$ cat src/rtl/hack_fetch_unit.sv
// Hack instruction fetch stage: sequences ROM reads from the PC and holds each
// instruction behind a valid/ready handshake, turning CPU jumps into PC loads.
module hack_fetch_unit #(
   parameter int unsigned ADDR_W  = 15,
   parameter int unsigned INSTR_W = 16
) (
   input  logic               clk,
   input  logic               reset_n,
   input  logic               fetch_enable,
   input  logic [ADDR_W-1:0]  pc_in,
   output logic               pc_inc,
   output logic               pc_load,
   output logic [ADDR_W-1:0]  pc_next,
   output logic               imem_req,
   output logic [ADDR_W-1:0]  imem_addr,
   input  logic               imem_ack,
   input  logic [INSTR_W-1:0] imem_data,
   output logic               instr_valid,
   output logic [INSTR_W-1:0] instr,
   output logic [ADDR_W-1:0]  instr_addr,
   input  logic               instr_ready,
   input  logic               jump,
   input  logic [ADDR_W-1:0]  jump_target
);

   typedef enum logic [2:0] {
      S_IDLE,
      S_REQ,
      S_HOLD,
      S_REDIR,
      S_DRAIN
   } state_t;

   state_t             state_q, state_d;
   logic [ADDR_W-1:0]  imem_addr_q, imem_addr_d;
   logic [INSTR_W-1:0] instr_q, instr_d;
   logic [ADDR_W-1:0]  instr_addr_q, instr_addr_d;
   logic               start_req;

   // State and datapath registers
   always_ff @(posedge clk or negedge reset_n) begin
      if (!reset_n) begin
         state_q      <= S_IDLE;
         imem_addr_q  <= '0;
         instr_q      <= '0;
         instr_addr_q <= '0;
      end else begin
         state_q      <= state_d;
         imem_addr_q  <= imem_addr_d;
         instr_q      <= instr_d;
         instr_addr_q <= instr_addr_d;
      end
   end

   // Next-state and command decode; a jump always wins over a PC increment
   always_comb begin
      state_d      = state_q;
      instr_d      = instr_q;
      instr_addr_d = instr_addr_q;
      start_req    = 1'b0;
      pc_inc       = 1'b0;
      imem_req     = 1'b0;
      instr_valid  = 1'b0;

      unique case (state_q)
         S_IDLE: begin
            if (jump) begin
               state_d = S_REDIR;
            end else if (fetch_enable) begin
               start_req = 1'b1;
            end
         end
         S_REQ: begin
            imem_req = 1'b1;
            if (imem_ack && !jump) begin
               instr_d      = imem_data;
               instr_addr_d = imem_addr_q;
               pc_inc       = 1'b1;
               state_d      = S_HOLD;
            end else if (jump) begin
               state_d = imem_ack ? S_REDIR : S_DRAIN;
            end
         end
         S_HOLD: begin
            instr_valid = 1'b1;
            if (jump) begin
               state_d = S_REDIR;
            end else if (instr_ready) begin
               if (fetch_enable) begin
                  start_req = 1'b1;
               end else begin
                  state_d = S_IDLE;
               end
            end
         end
         S_REDIR: begin
            if (jump) begin
               state_d = S_REDIR;
            end else if (fetch_enable) begin
               start_req = 1'b1;
            end else begin
               state_d = S_IDLE;
            end
         end
         S_DRAIN: begin
            // The outstanding read must complete; its data is thrown away
            imem_req = 1'b1;
            if (imem_ack) begin
               if (jump) begin
                  state_d = S_REDIR;
               end else if (fetch_enable) begin
                  start_req = 1'b1;
               end else begin
                  state_d = S_IDLE;
               end
            end
         end
         default: begin
            state_d = S_IDLE;
         end
      endcase

      if (start_req) begin
         state_d = S_REQ;
      end
   end

   // The ROM address is captured from the PC only when a new read begins
   always_comb begin
      imem_addr_d = imem_addr_q;
      if (start_req) begin
         imem_addr_d = pc_in;
      end
   end

   assign pc_load    = jump;
   assign pc_next    = jump_target;
   assign imem_addr  = imem_addr_q;
   assign instr      = instr_q;
   assign instr_addr = instr_addr_q;

endmodule

$ cat config.mk
export PLATFORM = sky130hd
export DESIGN_NAME = hack_fetch_unit
export DESIGN_NICKNAME = d
export VERILOG_FILES = /design/src/rtl/hack_fetch_unit.sv
export SDC_FILE = /design/constraint.sdc
export NUM_CORES = 1
export LEC_CHECK = 0
export CORE_MARGIN = 2
export CORE_UTILIZATION = 35
export DETAILED_ROUTE_END_ITERATION = 8
export HOLD_SLACK_MARGIN = 0.02
export PLACE_DENSITY_LB_ADDON = 0.25
export SLEW_MARGIN = 5
export SYNTH_ARGS = -nofsm -noshare
export SYNTH_HDL_FRONTEND = slang
export SYNTH_SLANG_ARGS = --single-unit
export TNS_END_PERCENT = 10
$ cat constraint.sdc
create_clock -name clk -period 1.8 [get_ports clk]
set_input_delay 0.36 -clock clk [delete_from_list [all_inputs] [get_ports clk]]
set_output_delay 0.36 -clock clk [all_outputs]
set_load 0.01 [all_outputs]
======== Word-level counts from Yosys, hierarchy flattened ========
Index checks and enable logic that the tools add are counted.
W data, S select, Z words.
storage, ports and cells
  register bits after elaboration ......... 49
  output and inout port bits .............. 65
cells by class
  equality and inequality tests ........... 8
  multiplexer cells ....................... 21
  reductions and logical operators ........ 7
operators with widths
  cell                  count
  $mux W3               10
  $pmux W3 S5           1
  $mux W1               9
  $ne A4 B4 Y1 const B  2
  $eq A3 B2 Y1 const B  2
  $ne A3 B3 Y1 const B  2
  $reduce_and A4 Y1     1
  $reduce_or A2 Y1      2
  $eq A3 B1 Y1 const B  1
  $eq A3 B3 Y1 const B  1
  $logic_not A3 Y1      1
  $pmux W1 S3           1
  $reduce_and A2 Y1     1
  $logic_and A1 B1 Y1   1
  $logic_not A1 Y1      1

======== Longest topological paths before layout ========
  depth after elaboration ................. 6
  mapped depth ............................ 6
  mapped depth without buffers ............ 4

======== Worst setup path after synthesis ========
No wires, ideal clock.
  path type ............................... register to register
  start point ............................. reg state_q[2]
  end point ............................... reg imem_addr_q[10], in the netlist imem_addr[10]
  library setup time ...................... 0.125 ns
  arrival time ............................ 1.715 ns
  required time ........................... 1.675 ns
  slack ................................... -0.040 ns
  cell stages (with the launch flop) ...... 6
  period minus slack after synthesis ...... 1.840 ns
  path through ............................ dfrtp_1 -> buf_6 -> o21bai_4 -> a2111oi_4 -> buf_6 -> mux2_4
between the ends
  longest elaborated chain between the ends .. 3
RTL lines
  item                                              RTL line  RTL
  from (decl)                                       34        state_t state_q, state_d;
  from (signal assigned)                            48        state_q <= state_d;
  $eq A3 B2 Y1 or $logic_not A3 Y1 (tied branches)  65        unique case (state_q)
  $reduce_or A2 Y1 (no line)                        --
  $pmux W1 S3 *                                     65
  to (signal assigned)                              49        imem_addr_q <= imem_addr_d;
  to (decl)                                         35        logic [ADDR_W-1:0] imem_addr_q, imem_addr_d;
Mark *: on every way between the ends. The rest lies on a longest branch, timed or not.
A chain may end at the register's enable or synchronous reset.

======== Worst setup path after layout ========
  start point ............................. in fetch_enable
  end point ............................... reg imem_addr_q[14], in the netlist imem_addr[14]
between the ends
  longest elaborated chain between the ends .. 4
RTL lines
  item                        RTL line  RTL
  from (decl)                 9         input logic fetch_enable,
  $mux W1 *                   --
  $mux W1 (on tied branches)  67, 88
  $mux W1 (on tied branches)  108, 86
  $pmux W1 S3 *               65
Marked as above.

==> results.yml <==
yosys:
  yosysMostFrequentCell: "dfrtp_1"
  ys.flop_type: "dfrtp_1"
  synth_area_mm2: 0.00217
  synth_edf_count: 0
  synthCells: 151
  synth_nets: 203
  synth_common_cells: "dfrtp_1, mux2_2, buf_4"
  synthArstFlopShare: 1.00
  yosys-top-cells-area: "dfrtp_1, mux2_2, mux2_4, buf_4, a2111oi_4"
  yosys.area.top_type: "dfrtp_1"
  yosysWarnings: 0
  ys_seq_area_frac: 0.565
  yosysUniqueCellTypes: 25
  syn_avg_cell_area_um2: 14.4
  synth_seq_cells: 49
  synth_top_area_share: 0.565
route:
  vias: 1411
  ant_nets: 0
  avgViaCountPerCell: 4.61
  drc: 0
  drt-initial-drc-count: 43
  wl_per_cell_um: 14.7
  wirelength_um: 4500
  first_pass_iters: 4
clock_network:
  root_buffer: "clkbuf_8"
  cts_htree_levels: 2
  clk_latency_ns: 0.30
  cts_buffers: 5
  cts_tree: "done"
  cts_hold_buf: 0
  clk_pin_slew_ns: 0.08
  cts_num_sinks: 49
  clk_path_buf_depth: 2
die:
  ioPinCount: 117
  die_y_um: 82.7
  dieArea_mm2: 0.00684
  fp.dieW_um: 82.7
  rows: 28
  start_util: 0.364
  coreArea_mm2: 0.00596
power:
  p_sw_frac: 0.305
  p_leak_nw: 1.36
  power_mw: 5.17
  combPwrFrac: 0.492
  worst_ir_drop_vdd_mv: 0.722
  p_per_area_mw_per_mm2: 1640
  internal_power_mw: 3.60
  p_seq_frac: 0.378
  clkPwrFrac: 0.130
  power.switching_mw: 1.58
grt:
  antenna_found_initial: 0
  grt_pass1_vias: 1523
  overflow: 0
  grt_max_degree: 50
  grt_pass1_wl_um: 7190
  track_usage: 0.141
critical_path:
  crit_slowest_cell: "clkdlybuf4s50_1"
  end_kind: "flop"
  reg2reg_from: "state_q[2]"
  path_class: "in2reg"
  crit_family: "buffers and inverters"
  ff2ff_setup_slack_ns: 0.10
  path_cells: "clkdlybuf4s50_1, nand2b_4, a2111oi_4, buf_12, mux2_2"
  ff2ff_path_depth: 4
  crit_fanout: 17
  crit_path_start_kind: "primary input"
  reg2reg_to: "imem_addr[14]"
  worst_ep_required_time_ns: 1.98
  worstPathArrival_ns: 1.90
  cpPeakStageDelay_ns: 0.52
  crit_path_start: "fetch_enable"
  crit_buf_inv: 2
sta:
  setup_viol: 0
  fmax_mhz: 582
  rsz0062_at_grt: "no"
  period_share: 0.954
  fin_crit_ns: 1.72
  worst_hold_slack_ns: 0.0405
  drv_slew: 0
  finalHoldViolCount: 0
  skew_ns: 0.00754
  maxSlewHeadroom: 0.710
  worst_pin_slew_ns: 0.435
place:
  numPortBuffers: 86
  hpwl_um: 3140
  gp_congestion: 0.725
final_layout:
  area_delta_synth_final_pct: 45.6
  fin_util: 0.530
  layout-drive-gt1-share: 0.303
  antenna_cells: 0
  nets: 282
run_status:
  status: "finished, final reports clean"
min_path:
  hp-class: "in2async"
run:
  max-cap-violations: 0
-- registers in the layout (all words and copies together) (netlist names) --
signal / flops
instr: 16
instr_addr: 15
imem_addr: 15
state_q: 3
-- routing by layer --
metal	global-route usage	part of all wire
met4	0.0426	0.011
met3	0.0598	0.11
met1	0.177	0.45
met2	0.220	0.43
met5	0	0
-- timing repair --
item,CTS,global route
gates resized for setup,9,3
endpoints found under the setup margin,10,5
setup buffers,0,0
pin swaps,1,1
-- power groups by stage --
stage          sequential, mW  combinational, mW  clock [mW]
2_1_floorplan            2.19              0.958           0
3_3_place_gp             1.97               2.56           0
5_1_grt                  2.05               2.75       0.749
3_5_place_dp             1.98               2.59           0
6_report                 1.96               2.54       0.671
4_1_cts                  1.97               2.58       0.710
-- through the flow --
step	instances	instance area, µm²	setup TNS [ns]	worst slack [ns]
after global routing	306	3160	0	0.0159
after CTS	306	3150	0	0.0208
final	306	3160	0	0.0830
after detailed placement	298	3040	-12.17	-0.339
after global placement	298	3040	-10.49	-0.331
after floorplan	151	2170	0	0.0125
-- layout make-up --
cell class / count / area [µm²]
Multi-Input combinational cell: 76 / 779
Clock inverter: 2 / 13.8
Clock buffer: 6 / 82.6
Timing Repair Buffer: 95 / 950
Inverter: 3 / 11.3
Sequential cell: 49 / 1230
Fill cell: 533 / 2800
Tap cell: 75 / 93.8
-- logic make-up after synthesis --
group,Yosys count,synth area share
mux,48,0.264
simple gates,16,0.0381
buf+inv,26,0.0819
flops,49,0.565
xor+xnor,1,0.00404
compound gates,11,0.0467
-- cell usage in the layout, fill, tap and decap left out, types with 2 or more instances in the layout --
cell,instances
buf_12,2
buf_4,7
clkbuf_8,6
clkdlybuf4s50_1,80
dfrtp_1,48
dlygate4sd2_1,2
inv_1,3
mux2_2,37
mux2_4,9
mux2i_1,2
nand2_1,2
nand2b_1,2
nor2_1,4
nor2b_1,3
o21ai_0,4
-- worst max path at each step --
stage,end,slack (ns),cells past startpoint
2_1_floorplan,imem_addr[10],0.01,5
3_3_place_gp,pc_inc,-0.33,5
3_5_place_dp,pc_inc,-0.34,5
4_1_cts,pc_inc,0.02,5
5_1_grt,imem_req,0.02,4
6_report,imem_addr[14],0.08,5
Power figures use the tool's default switching activity.
